<file path="config.mk">
export PLATFORM = sky130hd
export DESIGN_NAME = uart_rx
export DESIGN_NICKNAME = d
export VERILOG_FILES = /design/src/rtl/uart_rx.sv
export SDC_FILE = /design/constraint.sdc
export NUM_CORES = 1
export LEC_CHECK = 0
export CAP_MARGIN = 10
export CORE_UTILIZATION = 55
export DETAILED_ROUTE_END_ITERATION = 8
export PLACE_DENSITY = 0.79
export RECOVER_POWER = 100
export SLEW_MARGIN = 40
export SYNTH_ARGS = -nofsm -noshare
export SYNTH_HDL_FRONTEND = slang
export SYNTH_SLANG_ARGS = --single-unit
</file>
<file path="constraint.sdc">
create_clock -name clk -period 7.55 [get_ports clk]
set_clock_uncertainty 0.1 [all_clocks]
set_input_delay 1.51 -clock clk [delete_from_list [all_inputs] [get_ports clk]]
set_output_delay 1.51 -clock clk [all_outputs]
set_load 0.005 [all_outputs]
</file>
<file path="src/rtl/uart_rx.sv">
`default_nettype none
// ============================================================================
// Module   : uart_rx
// Purpose  : 8N1 UART receiver feeding a downstream FIFO, with sticky framing
//            and overrun flags and a written-byte counter.
//            Optional even-parity bit when UART_RX_PARITY_EN is defined.
// Revision : 1.0 - initial release
// ============================================================================
module uart_rx #(
  parameter int CLKS_PER_BIT = 868,
  parameter int CNT_SIZE     = 18
) (
  input  logic                clk,
  input  logic                rst,
  input  logic                rx,
  input  logic                fifo_full,
  input  logic                err_clr,
  output logic                wr_en,
  output logic [7:0]          wr_data,
  output logic                frame_err,
  output logic                overrun,
`ifdef UART_RX_PARITY_EN
  output logic                parity_err,
`endif
  output logic [CNT_SIZE-1:0] byte_count
);

  localparam int TW = (CLKS_PER_BIT > 1) ? $clog2(CLKS_PER_BIT) : 1;
  // Timer counts down to zero, so a load of N-1 expires N cycles later.
  localparam logic [TW-1:0] FULL_LOAD = TW'(CLKS_PER_BIT - 1);
  localparam logic [TW-1:0] HALF_LOAD = TW'(CLKS_PER_BIT / 2 - 1);

`ifdef UART_RX_PARITY_EN
  typedef enum logic [2:0] {S_IDLE, S_START, S_DATA, S_PARITY, S_STOP} state_t;
`else
  typedef enum logic [1:0] {S_IDLE, S_START, S_DATA, S_STOP} state_t;
`endif

  state_t          state, next_state;
  logic            rx_meta, rx_s, rx_prev;
  logic [TW-1:0]   timer;
  logic [2:0]      bit_idx;
  logic [7:0]      shift;
  logic            timer_done, start_edge, stop_tick;
  logic            write_ok, frame_set, ovr_set, par_bad;

  assign timer_done = (timer == '0);
  // Falling-edge detect also gives break handling: after a low stop bit a new
  // start is only seen once rx_s has returned high.
  assign start_edge = rx_prev & ~rx_s;
  assign stop_tick  = (state == S_STOP) && timer_done;
  assign write_ok   = stop_tick & rx_s & ~fifo_full & ~par_bad;
  assign ovr_set    = stop_tick & rx_s & fifo_full & ~par_bad;
  assign frame_set  = stop_tick & ~rx_s;

  always_ff @(posedge clk or posedge rst) begin
    if (rst) begin
      rx_meta <= 1'b1;
      rx_s    <= 1'b1;
      rx_prev <= 1'b1;
    end else begin
      rx_meta <= rx;
      rx_s    <= rx_meta;
      rx_prev <= rx_s;
    end
  end

  always_ff @(posedge clk or posedge rst) begin
    if (rst) state <= S_IDLE;
    else     state <= next_state;
  end

  always_comb begin
    next_state = state;
    case (state)
      S_IDLE:  if (start_edge) next_state = S_START;
      S_START: if (timer_done) next_state = rx_s ? S_IDLE : S_DATA;
`ifdef UART_RX_PARITY_EN
      S_DATA:   if (timer_done && bit_idx == 3'd7) next_state = S_PARITY;
      S_PARITY: if (timer_done) next_state = S_STOP;
`else
      S_DATA:  if (timer_done && bit_idx == 3'd7) next_state = S_STOP;
`endif
      S_STOP:  if (timer_done) next_state = S_IDLE;
      default: next_state = S_IDLE;
    endcase
  end

  always_ff @(posedge clk or posedge rst) begin
    if (rst) begin
      timer   <= '0;
      bit_idx <= 3'd0;
      shift   <= 8'd0;
    end else begin
      if (state == S_IDLE) begin
        if (start_edge) timer <= HALF_LOAD;
      end else if (timer_done) begin
        timer <= FULL_LOAD;
      end else begin
        timer <= timer - TW'(1);
      end
      if (state == S_START) bit_idx <= 3'd0;
      if (state == S_DATA && timer_done) begin
        shift   <= {rx_s, shift[7:1]};
        bit_idx <= bit_idx + 3'd1;
      end
    end
  end

`ifdef UART_RX_PARITY_EN
  logic par_set;
  assign par_set = (state == S_PARITY) && timer_done && (^{shift, rx_s});

  always_ff @(posedge clk or posedge rst) begin
    if (rst) begin
      par_bad    <= 1'b0;
      parity_err <= 1'b0;
    end else begin
      if (state == S_START)  par_bad <= 1'b0;
      else if (par_set)      par_bad <= 1'b1;
      if (par_set)           parity_err <= 1'b1;
      else if (err_clr)      parity_err <= 1'b0;
    end
  end
`else
  assign par_bad = 1'b0;
`endif

  always_ff @(posedge clk or posedge rst) begin
    if (rst) begin
      wr_en      <= 1'b0;
      wr_data    <= 8'd0;
      byte_count <= '0;
      frame_err  <= 1'b0;
      overrun    <= 1'b0;
    end else begin
      wr_en <= write_ok;
      if (write_ok) begin
        wr_data    <= shift;
        byte_count <= byte_count + CNT_SIZE'(1);
      end
      // A set event in the same cycle as err_clr takes priority.
      if (frame_set)    frame_err <= 1'b1;
      else if (err_clr) frame_err <= 1'b0;
      if (ovr_set)      overrun <= 1'b1;
      else if (err_clr) overrun <= 1'b0;
    end
  end

endmodule
`default_nettype wire

</file>
==> results by group, run 1 <==
Floorplan
  – Row count: 23
  – Die area: 4740 um^2
  – Starting Density: 59.3%
  – DIE HEIGHT: 68.9 um
  – Core Area: 4140 um^2
  – # IOs: 34
  – Die Span X: 68.9 um

Route
  – DRC Markers: 0
  – Post-route ant nets: 0
  – Avg WL per Cell: 15.1 um
  – Drt first-iter violations: 124
  – Pre-antenna DRT Iters: 4
  – Via density: 5.82
  – Vias: 1,770
  – Final Routed Wirelength: 4600 um

Timing
  – Max_slew headroom: -89.0%
  – Final setup violation count: 0
  – Crit path time final: 4.41 ns
  – Setup slack after layout: 3.14 ns
  – Total Neg Setup Slack: 0 ns
  – Highest Clock Rate: 227 MHz
  – Slew Limit Fails: 56
  – RSZ-0062 raised after global routing: false
  – Final Hold Fails: 0
  – Crit share post-route: 58.4%
  – Worst-Margin Slew: 2.84 ns

GRT
  – GRT Util Overall: 22.3%
  – First-pass GRT wire length: 7650 um
  – Largest net degree at the start of global routing: 56
  – Grt ovf: 0
  – Initial antenna violation count: 0
  – Number of global-route vias before repair: 1,713

Final layout
  – Commonest non-fill, non-tap cells in the layout: dfrtp_1 (52), dlygate4sd3_1 (32), nand2_1 (20), mux2_2 (16), xnor2_1 (15)
  – Post-Layout Cell Count: 304
  – Area grow syn2layout: 18.9%
  – Reg area: 1380 um^2
  – Share of layout cells above drive strength 1: 11.8%
  – N_diodes: 0
  – Footprint of the multi-input gates: 987 um^2
  – Commonest non-fill, non-tap cell in the layout: dfrtp_1
  – Fill cell count: 330
  – Nets: 263

Logic synthesis
  – Mapped Area: 2460 um^2
  – Synth warn: 0
  – Ys flop type: dfrtp_1
  – Post-synth EDFFs: 0
  – Avg Cell Area, Syn: 11.3 um^2
  – Unique masters post-synth: 38
  – Share of synthesized registers carrying an async set or reset: 100%
  – #FFs+latches synth: 55
  – Sequential share of the synthesized area: 56.1%
  – Cells after synthesis: 217
  – Post-Syn Nets: 227

Run
  – Max-cap check violation count: 1

Clock tree
  – CTS resizes: 0
  – CTS root buffer: clkbuf_8
  – H-tree Lvls: 2
  – Hold_buf cts: 0
  – Num Clock Sinks: 55
  – # Post-CTS Setup Buffers: 0
  – Clock Latency Late Sink: 0.31 ns
  – Clock Pin Slew Worst Setup and Hold Paths: 0.10 ns
  – Clock Tree Buf Depth: 2
  – Num CTS Buffers: 5
  – CTS tree: done

Setup path
  – Worst Setup Start Kind: primary input
  – Crit path from: rst
  – Data arrival time of the worst path: 4.12 ns
  – Worst path depth: 3
  – Slowest CP cell: clkbuf_1
  – Bufs and invs on worst path: 3
  – R2R setup slack: 4.33 ns
  – CP cell instances: dlygate4sd3_1 -> clkinv_1 -> clkbuf_1
  – Critical R2R Capture: shift[3]$_DFFE_PP0P_
  – CP Capture Point: byte_count[16]$_DFFE_PP0P_
  – Cell family with most CP delay: buffers and inverters
  – Critical path class: in -> async
  – FF-to-FF Start: timer[0]$_DFFE_PP0P_
  – R2R cell count: 6
  – Max Fanout on Critical Path: 55
  – Critical Path RT: 7.26 ns
  – Worst setup EP type: asynchronous set/reset pin
  – CP peak stage delay: 2.01 ns

Hold path
  – Hold_sp: rx_meta$_DFF_PP1_
  – Worst Hold Class: reg -> reg

Run status
  – Status: complete, but fails checks
  – Failing checks: capacitance limit, slew limit

Placement
  – Post-DP HPWL: 3050 um
  – Cells after DPL: 296
  – Final RePlAce weighted congestion: 0.837
  – I/O Buffers: 33
  – Pre-CTS setup slack: 3.98 ns

Pwr
  – PwrDens: 221 nW/um^2
  – P_leak: 0.00140 uW
  – Worst vdd ir: 0.157 mV
power breakdown:
group	leakage [uW]	switching, uW	internal, uW	total, uW
clock	0.0000548	96.5	99.9	196
combinational	0.000618	52.0	39.3	91.3
sequential	0.000731	38.9	320	359
per-stage QoR:
| step | power, uW | utilization, % | hold slack [ns] | instance area [um^2] |
|---|---|---|---|---|
| global placement | 446 | 68.5 | 0.246 | 2840 |
| global route | 683 | 70.6 | 0.285 | 2920 |
| finish | 647 | 70.6 | 0.275 | 2920 |
| detailed placement | 450 | 68.5 | 0.253 | 2840 |
| CTS | 647 | 71.3 | 0.274 | 2950 |
| floorplan | 426 | - | 0.245 | 2460 |
synthesized netlist by cell type (4+ instances only):
cell      n  area (um^2)
dfrtp_1  52         1300
nand2_1  20         75.1
mux2_2   16          180
xnor2_1  15          131
inv_1    12         45.0
nand3_1  11         55.1
o21ai_0  10         50.1
a21oi_1   9         45.0
nor2_1    9         33.8
nand4_1   6         37.5
ha_1      5         62.6
o22ai_1   5         31.3
and3_1    4         25.0
nor4_1    4         25.0
routing by layer:
layer | GRT usage, % | share of wire (%) | vias up
li1 | - | - | 842
met5 | 0 | 0 | -
met1 | 29.7 | 46 | 847
met2 | 33.1 | 46 | 67
met4 | 12.5 | 2.5 | 0
met3 | 5.43 | 4.6 | 14
worst min-delay path by stage:
stage                          end  slack [ns]  cells past startpoint
floorplan           rx_s$_DFF_PP1_        0.25                      0
global placement    rx_s$_DFF_PP1_        0.25                      0
detailed placement  rx_s$_DFF_PP1_        0.25                      0
CTS                 rx_s$_DFF_PP1_        0.27                      0
global route        rx_s$_DFF_PP1_        0.28                      0
finish              rx_s$_DFF_PP1_        0.27                      0
flip-flops by register name, summed over array words and instances, names as in the netlist, 3 cells and up, named ones only:
signal / cells
byte_count: 18
timer: 10
shift: 8
wr_data: 8
bit_idx: 3
layout make-up:
cell class	instances	area share, %
repair buffers	34	11.4
inverters	12	1.54
clock buffers	5	2.35
well taps	50	2.14
flip-flops and latches	55	47.2
multi-input cells	145	33.8
clock inverters	3	1.58
cells by family after synthesis:
| group | Yosys count | synth area share (%) |
|---|---|---|
| and+or+nand+nor | 74 | 17.0 |
| adders and majority gates | 5 | 2.54 |
| buffers and inverters | 17 | 2.70 |
| AOI/OAI and AO/OA | 33 | 8.19 |
| DFF | 55 | 56.1 |
| muxes | 16 | 7.33 |
| xor gates and xnor gates | 17 | 6.06 |
Note: power is estimated with default switching activity, not from simulation.
==> inputs of run 2 (changes only) <==
Settings changed: CORE_UTILIZATION 55 to 49, PLACE_DENSITY 0.79 to 0.74.
Clock period 7.55 ns to 3.62 ns, I/O delays scaled along.
==> run 2 against run 1 <==
Net effect: sequential cell count unchanged; register-to-register slack worse by 3.6 ns; non-clock buffer count rose by 1; critical path depth up 4; worst hold slack gained 0.0033 ns; routed wire length fell by 3.7%; power rose by 100%; sequential power increased by 110%; highest routed layer unchanged; via count decreased by 2.9%; die area rose by 12%; the run now ends clean; core utilization shrank 8.8 points.
==> results by group, run 2 (synthesized netlist as in run 1, its figures left out) <==
Run status
  – Status: complete, no violations

Setup path
  – Worst setup EP type: register
  – Data arrival time of the worst path: 2.95 ns
  – Critical Path RT: 3.71 ns
  – Max Fanout on Critical Path: 13
  – Critical path class: reg -> reg
  – Worst Setup Start Kind: register

GRT
  – First-pass GRT wire length: 7830 um
  – Initial antenna violation count: 0
  – Largest net degree at the start of global routing: 30
  – Number of global-route vias before repair: 1,678
  – GRT Util Overall: 19.6%
  – Grt ovf: 0

Clock tree
  – Hold_buf cts: 0
  – # Post-CTS Setup Buffers: 0
  – CTS resizes: 0
  – Num Clock Sinks: 55
  – Clock Latency Late Sink: 0.30 ns
  – CTS root buffer: clkbuf_8
  – Clock Tree Buf Depth: 2
  – Num CTS Buffers: 5
  – Clock Pin Slew Worst Setup and Hold Paths: 0.10 ns
  – H-tree Lvls: 2
  – CTS tree: done

Route
  – Post-route ant nets: 0
  – Final Routed Wirelength: 4430 um
  – Vias: 1,719
  – Drt first-iter violations: 101
  – Avg WL per Cell: 13.8 um
  – Pre-antenna DRT Iters: 8
  – DRC Markers: 0
  – Via density: 5.36

Final layout
  – Top reg by flops: byte_count
  – Commonest non-fill, non-tap cell in the layout: dfrtp_1
  – Share of layout cells above drive strength 1: 11.8%
  – Commonest non-fill, non-tap cells in the layout: dfrtp_1 (52), dlygate4sd3_1 (31), nand2_1 (20), mux2_2 (16), xnor2_1 (15)
  – Fill cell count: 401
  – Area grow syn2layout: 20.3%
  – Max FFs per register: 18
  – Finished Cell Area: 2960 um^2
  – Post-Layout Cell Count: 321
  – N_diodes: 0
  – Nets: 264
  – Largest registers: byte_count (18), timer (10)

Floorplan
  – DIE HEIGHT: 72.8 um
  – Die Span X: 72.8 um
  – Starting Density: 51.4%
  – Row count: 25
  – Core Area: 4790 um^2
  – Die area: 5300 um^2
  – # IOs: 34

Timing
  – RSZ-0062 raised after global routing: false
  – Crit share post-route: 79.1%
  – Crit path time final: 2.86 ns
  – Final setup violation count: 0
  – Total Neg Setup Slack: 0 ns
  – Final Hold Fails: 0
  – Max_slew headroom: 28.2%
  – Setup slack after layout: 0.756 ns
  – Highest Clock Rate: 349 MHz
  – Slew Limit Fails: 0
  – Worst-Margin Slew: 1.08 ns

Pwr
  – PwrDens: 445 nW/um^2
  – Worst vdd ir: 0.255 mV
  – Total Power: 1310 uW
  – P_leak: 0.00144 uW

Placement
  – Cell Area, Placed: 2870 um^2
  – Pre-CTS setup slack: 0.851 ns
  – Final RePlAce weighted congestion: 0.821
  – Post-DP HPWL: 3140 um
  – I/O Buffers: 33
  – Cells after DPL: 314

Run
  – Max-cap check violation count: 0

Hold path
  – Worst Hold Class: reg -> reg
## run 2: cell type report
class | instances | area (um^2) | area share [%]
multi-input cells | 145 | 1000 | 33.9
clock buffers | 5 | 68.8 | 2.33
repair buffers | 35 | 338 | 11.4
flip-flops and latches | 55 | 1380 | 46.7
clock inverters | 2 | 37.5 | 1.27
inverters | 12 | 45.0 | 1.52
well taps | 67 | 83.8 | 2.84
## run 2: critical path: stages (launching register included)
cell,delay (ns)
dfrtp_1,0.43
inv_1,0.09
ha_1,0.13
or4b_1,0.54
or4_1,0.81
nor2_1,0.37
nand3_1,0.14
xnor2_1,0.14
## run 2: stage by stage
step / util (%) / hold slack, ns
floorplan: - / 0.245
global placement: 59.9 / 0.247
detailed placement: 59.9 / 0.248
CTS: 62.1 / 0.273
global route: 61.8 / 0.279
finish: 61.8 / 0.278
## run 2: metal layers
layer	part of all wire (%)	vias up	wire (um)	GRT usage, %
met1	47	833	2110	26.7
met3	2.9	6	130	4.42
met5	0	-	0	0
met4	0.95	0	42	5.45
li1	-	846	-	-
met2	49	34	2160	31.8
## run 2: worst paths after layout
| kind | start | to | slack (ns) | cells after the start |
|---|---|---|---|---|
| min | rx_meta$_DFF_PP1_ | rx_s$_DFF_PP1_ | 0.28 | 0 |
| max | timer[0]$_DFFE_PP0P_ | byte_count[5]$_DFFE_PP0P_ | 0.76 | 7 |
| min in group asynchronous | rst | wr_data[6]$_DFFE_PP0P_ | 1.02 | 2 |
| max reg2reg | timer[0]$_DFFE_PP0P_ | byte_count[5]$_DFFE_PP0P_ | 0.76 | 7 |
| min reg2reg | rx_meta$_DFF_PP1_ | rx_s$_DFF_PP1_ | 0.28 | 0 |
| max in group asynchronous | rst | byte_count[1]$_DFFE_PP0P_ | 1.07 | 3 |
## run 2: report_power, final
part           internal, uW  leakage, uW  switching, uW  total (uW)
Combinational          80.7     0.000655            102         183
Sequential              668     0.000731           71.1         739
Clock                   202    0.0000502            190         392
